--- src/rtl/div_pkg.sv ---
// Shared encodings and widths for the iterative divider.
package div_pkg;

  localparam int XLEN = 32;

  localparam logic [2:0] OP_DIV  = 3'b100;
  localparam logic [2:0] OP_DIVU = 3'b101;
  localparam logic [2:0] OP_REM  = 3'b110;
  localparam logic [2:0] OP_REMU = 3'b111;

  localparam logic [XLEN-1:0] INT_MIN = {1'b1, {(XLEN-1){1'b0}}};

  typedef enum logic [1:0] {
    IDLE = 2'd0,
    CALC = 2'd1,
    DONE = 2'd2
  } state_t;

endpackage

--- src/rtl/div_step.sv ---
// One restoring shift-subtract step: shifts the next dividend bit into the
// partial remainder and emits one quotient bit.
module div_step
  import div_pkg::*;
(
  input  logic [XLEN-1:0] rem_in,
  input  logic [XLEN-1:0] quo_in,
  input  logic [XLEN-1:0] divisor,
  output logic [XLEN-1:0] rem_out,
  output logic [XLEN-1:0] quo_out
);

  logic [XLEN:0]   rem_sh;
  logic [XLEN-1:0] diff;
  logic            ge;

  // The partial remainder is always below the divisor, so after the shift it
  // needs one extra bit, and the difference always fits back into XLEN bits.
  always_comb begin
    rem_sh = {rem_in, quo_in[XLEN-1]};
    ge     = (rem_sh >= {1'b0, divisor});
    diff   = rem_sh[XLEN-1:0] - divisor;
    if (ge) begin
      rem_out = diff;
      quo_out = {quo_in[XLEN-2:0], 1'b1};
    end else begin
      rem_out = rem_sh[XLEN-1:0];
      quo_out = {quo_in[XLEN-2:0], 1'b0};
    end
  end

endmodule

--- src/rtl/div_sequencer.sv ---
// 32-cycle restoring divider for DIV/DIVU/REM/REMU with sign fix-up,
// divide-by-zero and signed-overflow shortcuts, and pipeline stall/flush.
module div_sequencer
  import div_pkg::*;
(
  input  logic            clk,
  input  logic            rst,
  input  logic            div_start,
  input  logic [2:0]      div_op,
  input  logic [XLEN-1:0] rs1_val,
  input  logic [XLEN-1:0] rs2_val,
  input  logic [4:0]      rd_in,
  input  logic            flush,
  output logic            div_busy,
  output logic            div_stall,
  output logic            div_done,
  output logic [XLEN-1:0] div_result,
  output logic [4:0]      div_rd
);

  state_t          state;
  logic [5:0]      count;
  logic            busy_q;
  logic            done_q;
  logic            is_rem_q;
  logic            neg_quo_q;
  logic            neg_rem_q;
  logic [4:0]      rd_q;
  logic [XLEN-1:0] rem_q;
  logic [XLEN-1:0] quo_q;
  logic [XLEN-1:0] dvs_q;

  logic [XLEN-1:0] step_rem;
  logic [XLEN-1:0] step_quo;

  logic            accept;
  logic            is_signed;
  logic            is_rem;
  logic            div_zero;
  logic            overflow;
  logic [XLEN-1:0] mag1;
  logic [XLEN-1:0] mag2;
  logic [XLEN-1:0] special_res;
  logic [XLEN-1:0] fix_quo;
  logic [XLEN-1:0] fix_rem;

  div_step u_step (
    .rem_in  (rem_q),
    .quo_in  (quo_q),
    .divisor (dvs_q),
    .rem_out (step_rem),
    .quo_out (step_quo)
  );

  always_comb begin
    accept    = (state == IDLE) && div_start && !flush && div_op[2];
    is_signed = (div_op == OP_DIV) || (div_op == OP_REM);
    is_rem    = (div_op == OP_REM) || (div_op == OP_REMU);
    mag1      = (is_signed && rs1_val[XLEN-1]) ? -rs1_val : rs1_val;
    mag2      = (is_signed && rs2_val[XLEN-1]) ? -rs2_val : rs2_val;
    div_zero  = (rs2_val == '0);
    overflow  = is_signed && (rs1_val == INT_MIN) && (rs2_val == '1);
    if (div_zero)
      special_res = is_rem ? rs1_val : '1;
    else
      special_res = is_rem ? '0 : INT_MIN;
    // Fix-up is applied to the outputs of the final step, not the registers.
    fix_quo = neg_quo_q ? -step_quo : step_quo;
    fix_rem = neg_rem_q ? -step_rem : step_rem;
  end

  assign div_busy  = busy_q;
  assign div_done  = done_q && !flush;
  assign div_stall = accept || (state == CALC);

  always_ff @(posedge clk) begin
    if (rst) begin
      state      <= IDLE;
      count      <= '0;
      busy_q     <= 1'b0;
      done_q     <= 1'b0;
      is_rem_q   <= 1'b0;
      neg_quo_q  <= 1'b0;
      neg_rem_q  <= 1'b0;
      rd_q       <= '0;
      rem_q      <= '0;
      quo_q      <= '0;
      dvs_q      <= '0;
      div_result <= '0;
      div_rd     <= '0;
    end else begin
      case (state)
        IDLE: begin
          if (accept) begin
            is_rem_q  <= is_rem;
            neg_quo_q <= is_signed && (rs1_val[XLEN-1] ^ rs2_val[XLEN-1]);
            neg_rem_q <= is_signed && rs1_val[XLEN-1];
            rd_q      <= rd_in;
            count     <= '0;
            rem_q     <= '0;
            quo_q     <= mag1;
            dvs_q     <= mag2;
            busy_q    <= 1'b1;
            if (div_zero || overflow) begin
              state      <= DONE;
              done_q     <= 1'b1;
              div_result <= special_res;
              div_rd     <= rd_in;
            end else begin
              state <= CALC;
            end
          end
        end
        CALC: begin
          if (flush) begin
            state  <= IDLE;
            busy_q <= 1'b0;
            count  <= '0;
          end else begin
            rem_q <= step_rem;
            quo_q <= step_quo;
            count <= count + 6'd1;
            if (count == 6'd31) begin
              state      <= DONE;
              done_q     <= 1'b1;
              count      <= '0;
              div_result <= is_rem_q ? fix_rem : fix_quo;
              div_rd     <= rd_q;
            end
          end
        end
        DONE: begin
          state  <= IDLE;
          busy_q <= 1'b0;
          done_q <= 1'b0;
        end
        default: begin
          state  <= IDLE;
          busy_q <= 1'b0;
          done_q <= 1'b0;
        end
      endcase
    end
  end

endmodule

--- config.mk ---
export PLATFORM = sky130hd
export DESIGN_NAME = div_sequencer
export DESIGN_NICKNAME = d
export VERILOG_FILES = /design/src/rtl/div_pkg.sv /design/src/rtl/div_step.sv /design/src/rtl/div_sequencer.sv
export SDC_FILE = /design/constraint.sdc
export NUM_CORES = 1
export LEC_CHECK = 0
export CAP_MARGIN = 30
export CORE_UTILIZATION = 50
export DETAILED_ROUTE_END_ITERATION = 10
export PLACE_DENSITY = 0.71
export SYNTH_ARGS = -nofsm -noshare
export SYNTH_HDL_FRONTEND = slang
export SYNTH_SLANG_ARGS = --single-unit
--- constraint.sdc ---
create_clock -name clk -period 8.7 [get_ports clk]
set_clock_uncertainty 0.15 [all_clocks]
set_input_delay 1.74 -clock clk [delete_from_list [all_inputs] [get_ports clk]]
set_output_delay 1.74 -clock clk [all_outputs]
set_load 0.02 [all_outputs]
==> reports/metrics.yaml <==
route:
  drt_iter0_drc: 1199
  wire_length_per_cell_um: 19.8
  drt-pass1-iter-count: 5
  wirelength_um: 40800
  final_antenna_net_count: 0
  detail_route.vias_per_cell: 6.32
  drc_errors: 0
  vias: 13100
yosys:
  synth-xor-area-share_pct: 8.84
  netlist.top_cell.by_area: "sky130_fd_sc_hd__dfxtp_1"
  synth.net_count: 1807
  syn_inst: 1692
  ys_seq_area_share_pct: 25.0
  post_synth_design_cell_area_mm2: 0.0121
  number_of_flops_mapped_to_enable_cells_by_yosys: 0
  synth_warn: 0
  synth.lib_cells_used.distinct: 100
  post_synth_main_area_contributors: "sky130_fd_sc_hd__dfxtp_1, sky130_fd_sc_hd__nor2_1, sky130_fd_sc_hd__a21oi_1"
  synth.area.mux_share_pct: 1.57
  synth_compound_area_share_pct: 29.0
  ys_async_rst_share_pct: 0
  synthAdderAreaFrac_pct: 4.10
  synthesis.area_per_instance_um2: 7.15
  yosys_register_bits: 151
  netlist.area_leader.share_pct: 25.0
  synthTopCellsByCount: "sky130_fd_sc_hd__nor2_1, sky130_fd_sc_hd__nand2_1, sky130_fd_sc_hd__dfxtp_1, sky130_fd_sc_hd__a21oi_1, sky130_fd_sc_hd__o21ai_0"
  post-synth-top-count-cell: "sky130_fd_sc_hd__nor2_1"
  synth_top_family_by_area: "compound AO/OA/AOI/OAI gates"
  simple_logic_cell_fraction_of_the_synthesized_area_pct: 25.9
  synth_flop_cell: "sky130_fd_sc_hd__dfxtp_1"
place:
  gp_congestion: 0.907
  placement.io_buffers: 115
  hpwl_um: 30000
  preCtsSetupSlack_ns: 2.50
cts:
  post-cts-setup-buffer-count: 0
  root_buffer: "sky130_fd_sc_hd__clkbuf_16"
  cts.reportedPaths.clkPinSlew_ns: 0.07
  cts-resized-gates: 0
  max-clock-path-buffers: 2
  hold_buffers_post_cts: 0
  tritoncts_clock_tree: "built"
  h-tree-depth: 4
  tritoncts.num_buffers: 17
  sinks_on_clock_net: 151
  clock_insertion_delay_worst_skew_ns: 0.45
critical_path:
  crit_type: "flip-flop to flip-flop"
  crit_path_end_kind: "flip-flop"
  worstPathArrival_ns: 6.61
  timing.critical_path.required_ns: 8.91
  crit-reg2reg-launch: "rem_q[17]$_SDFFE_PP0P_"
  largest_fanout_on_the_critical_path: 43
  reg2reg_depth: 18
  reg_to_reg_end: "div_result[30]$_SDFFE_PP0P_"
  cp-start-kind: "flip-flop"
  r2r_setup_slack_ns: 2.30
timing:
  finalWorstSetupSlack_ns: 2.30
  finalMaxSlewViolations: 0
  finalHoldViolations: 0
  finalSetupViolCount: 0
  timing.final.crit_share_pct: 73.6
  setup_repair_after_global_routing_missed_its_margin: "false"
  timing.max_slew.rel_slack_pct: 30.0
  max_clock_freq_mhz: 156
  tns_ns: 0
  layout_min_cycle_time_ns: 6.40
  timing_worst_slew_pin_value_ns: 1.05
layout:
  antenna-diode-count: 0
  multi_input_comb_area_mm2: 0.00841
  layout-drive-gt1-share_pct: 5.27
  num-fill-cells: 2298
  area_growth_syn_to_layout_pct: 15.2
  final_layout_net_count: 1848
  final_core_util_pct: 59.0
  final-seq-area_mm2: 0.00302
die:
  dieArea_mm2: 0.0248
  starting_density_of_the_core_pct: 51.2
  core_mm2: 0.0236
  number_of_core_rows: 56
  dieWidth_um: 158
  die_y_um: 158
  num_io_pins: 116
power_and_ir_drop:
  power_density_mw_per_mm2: 173
  p_sw_uw: 994
  max-vdd-ir-drop_uv: 93.7
  clkPwrFrac_pct: 31.9
  switching_share_pct: 41.3
  share_comb_of_total_power_pct: 37.6
  p_int_mw: 1.41
  leakage_nw: 5.15
  power_frac_seq_pct: 30.5
global_route:
  antenna_found_initial: 0
  grt_first_pass_wirelength_um: 63700
  first_global_vias: 11600
  grt_use_total_pct: 33.1
  global_route.overflow_total: 0
  grt_start_max_net_pins: 87
status:
  status: "complete, no violations"
min_path:
  min_from: "div_result[11]$_SDFFE_PP0P_"
  min_delay_worst_endpoint: "div_result[11]$_SDFFE_PP0P_"
  whs_path_depth: 2
  hold_class: "flip-flop to flip-flop"
run:
  max_cap_viol_count: 0
==> worst max path at each step <==
stage	cells after the start	slack, ns	to	startpoint
6_report	18	2.30	div_result[30]$_SDFFE_PP0P_	rem_q[17]$_SDFFE_PP0P_
5_1_grt	18	1.97	div_result[30]$_SDFFE_PP0P_	rem_q[17]$_SDFFE_PP0P_
4_1_cts	18	2.46	div_result[30]$_SDFFE_PP0P_	rem_q[17]$_SDFFE_PP0P_
3_5_place_dp	18	2.50	div_result[30]$_SDFFE_PP0P_	rem_q[17]$_SDFFE_PP0P_
3_3_place_gp	18	2.58	div_result[30]$_SDFFE_PP0P_	rem_q[17]$_SDFFE_PP0P_
2_1_floorplan	24	3.37	div_result[28]$_SDFFE_PP0P_	rem_q[5]$_SDFFE_PP0P_
==> metal layers <==
metal / up-vias / wire, um / part of all wire [%] / track usage, %
met3: 93 / 3000 / 7.4 / 4.90
li1: 6249 / - / - / -
met5: - / 0 / 0 / 0
met2: 602 / 18400 / 45 / 52.6
met4: 0 / 1110 / 2.7 / 11.3
met1: 6115 / 18300 / 45 / 45.4
==> worst max-delay path: stages, from the launching register on <==
cell	delay, ns
sky130_fd_sc_hd__dfxtp_1	0.48
sky130_fd_sc_hd__ha_1	0.40
sky130_fd_sc_hd__a21oi_1	0.37
sky130_fd_sc_hd__o21ai_1	0.20
sky130_fd_sc_hd__a21oi_1	0.33
sky130_fd_sc_hd__o2111a_2	0.40
sky130_fd_sc_hd__nand2_2	0.20
sky130_fd_sc_hd__buf_4	0.33
sky130_fd_sc_hd__inv_2	0.09
sky130_fd_sc_hd__buf_4	0.43
sky130_fd_sc_hd__ha_1	0.27
sky130_fd_sc_hd__or3b_2	0.49
sky130_fd_sc_hd__or4_1	0.54
sky130_fd_sc_hd__or4_1	0.57
sky130_fd_sc_hd__o21ai_0	0.29
sky130_fd_sc_hd__xor2_1	0.12
sky130_fd_sc_hd__a22oi_1	0.20
sky130_fd_sc_hd__o311ai_1	0.15
sky130_fd_sc_hd__a221oi_1	0.26
==> sequential cells by signal, indices dropped and copies added, names as in the netlist, 2 cells and up <==
signal,cells
div_result,32
count,6
state,2
rem_q,32
dvs_q,32
quo_q,32
rd_q,5
div_rd,5
==> layout make-up <==
class | count | area share (%)
clock buffer | 17 | 3.05
timing repair buffer | 132 | 9.16
inverter | 58 | 1.56
clock inverter | 15 | 1.28
sequential | 151 | 21.7
multi-input combinational | 1373 | 60.4
tap | 319 | 2.87
==> metrics by stage <==
stage	hold slack, ns	cell area, um2	cells	total power [mW]
floorplan	0.282	12100	1692	1.36
global placement	0.290	13300	2032	1.62
detailed placement	0.290	13300	2032	1.62
CTS	0.300	13900	2064	2.39
global route	0.328	13900	2065	2.51
finish	0.302	13900	2065	2.41
==> cell families after synthesis <==
| kind of cell | count (synthesis) |
|---|---|
| simple gates | 667 |
| xor+xnor | 122 |
| mux | 19 |
| compound gates | 526 |
| fa+ha+maj | 39 |
| buf+inv | 168 |
| flops | 151 |
==> power by group through the flow <==
stage | Combinational, mW | Sequential, mW | Clock [mW]
floorplan | 0.616 | 0.745 | 0
global placement | 0.870 | 0.749 | 0
detailed placement | 0.873 | 0.750 | 0
CTS | 0.882 | 0.733 | 0.774
global route | 0.974 | 0.737 | 0.802
finish | 0.905 | 0.734 | 0.768
==> cells in the final DEF, fill, tap and decap left out, types with 11 or more instances in the layout <==
cell	synthesis	layout
sky130_fd_sc_hd__nor2_1	254	253
sky130_fd_sc_hd__or3_1	19	19
sky130_fd_sc_hd__clkbuf_16	0	17
sky130_fd_sc_hd__nor4_1	16	16
sky130_fd_sc_hd__xor2_1	61	61
sky130_fd_sc_hd__a211oi_1	65	65
sky130_fd_sc_hd__a31oi_1	36	36
sky130_fd_sc_hd__o211ai_1	11	11
sky130_fd_sc_hd__o221ai_1	22	22
sky130_fd_sc_hd__buf_4	4	18
sky130_fd_sc_hd__inv_1	55	55
sky130_fd_sc_hd__mux2i_1	19	19
sky130_fd_sc_hd__nand4_1	21	21
sky130_fd_sc_hd__and2_1	13	13
sky130_fd_sc_hd__and3_1	15	15
sky130_fd_sc_hd__nor3_1	47	47
sky130_fd_sc_hd__xnor2_1	61	61
sky130_fd_sc_hd__a21oi_1	148	148
sky130_fd_sc_hd__ha_1	38	38
sky130_fd_sc_hd__nand3_1	36	36
sky130_fd_sc_hd__o41ai_1	12	12
sky130_fd_sc_hd__o31ai_1	20	20
sky130_fd_sc_hd__a311oi_1	20	20
sky130_fd_sc_hd__dfxtp_1	151	151
sky130_fd_sc_hd__o21ai_0	92	92
sky130_fd_sc_hd__clkdlybuf4s50_1	0	114
sky130_fd_sc_hd__nand2_1	171	171
sky130_fd_sc_hd__o21ai_1	17	17
Power figures use the tool's default switching activity.
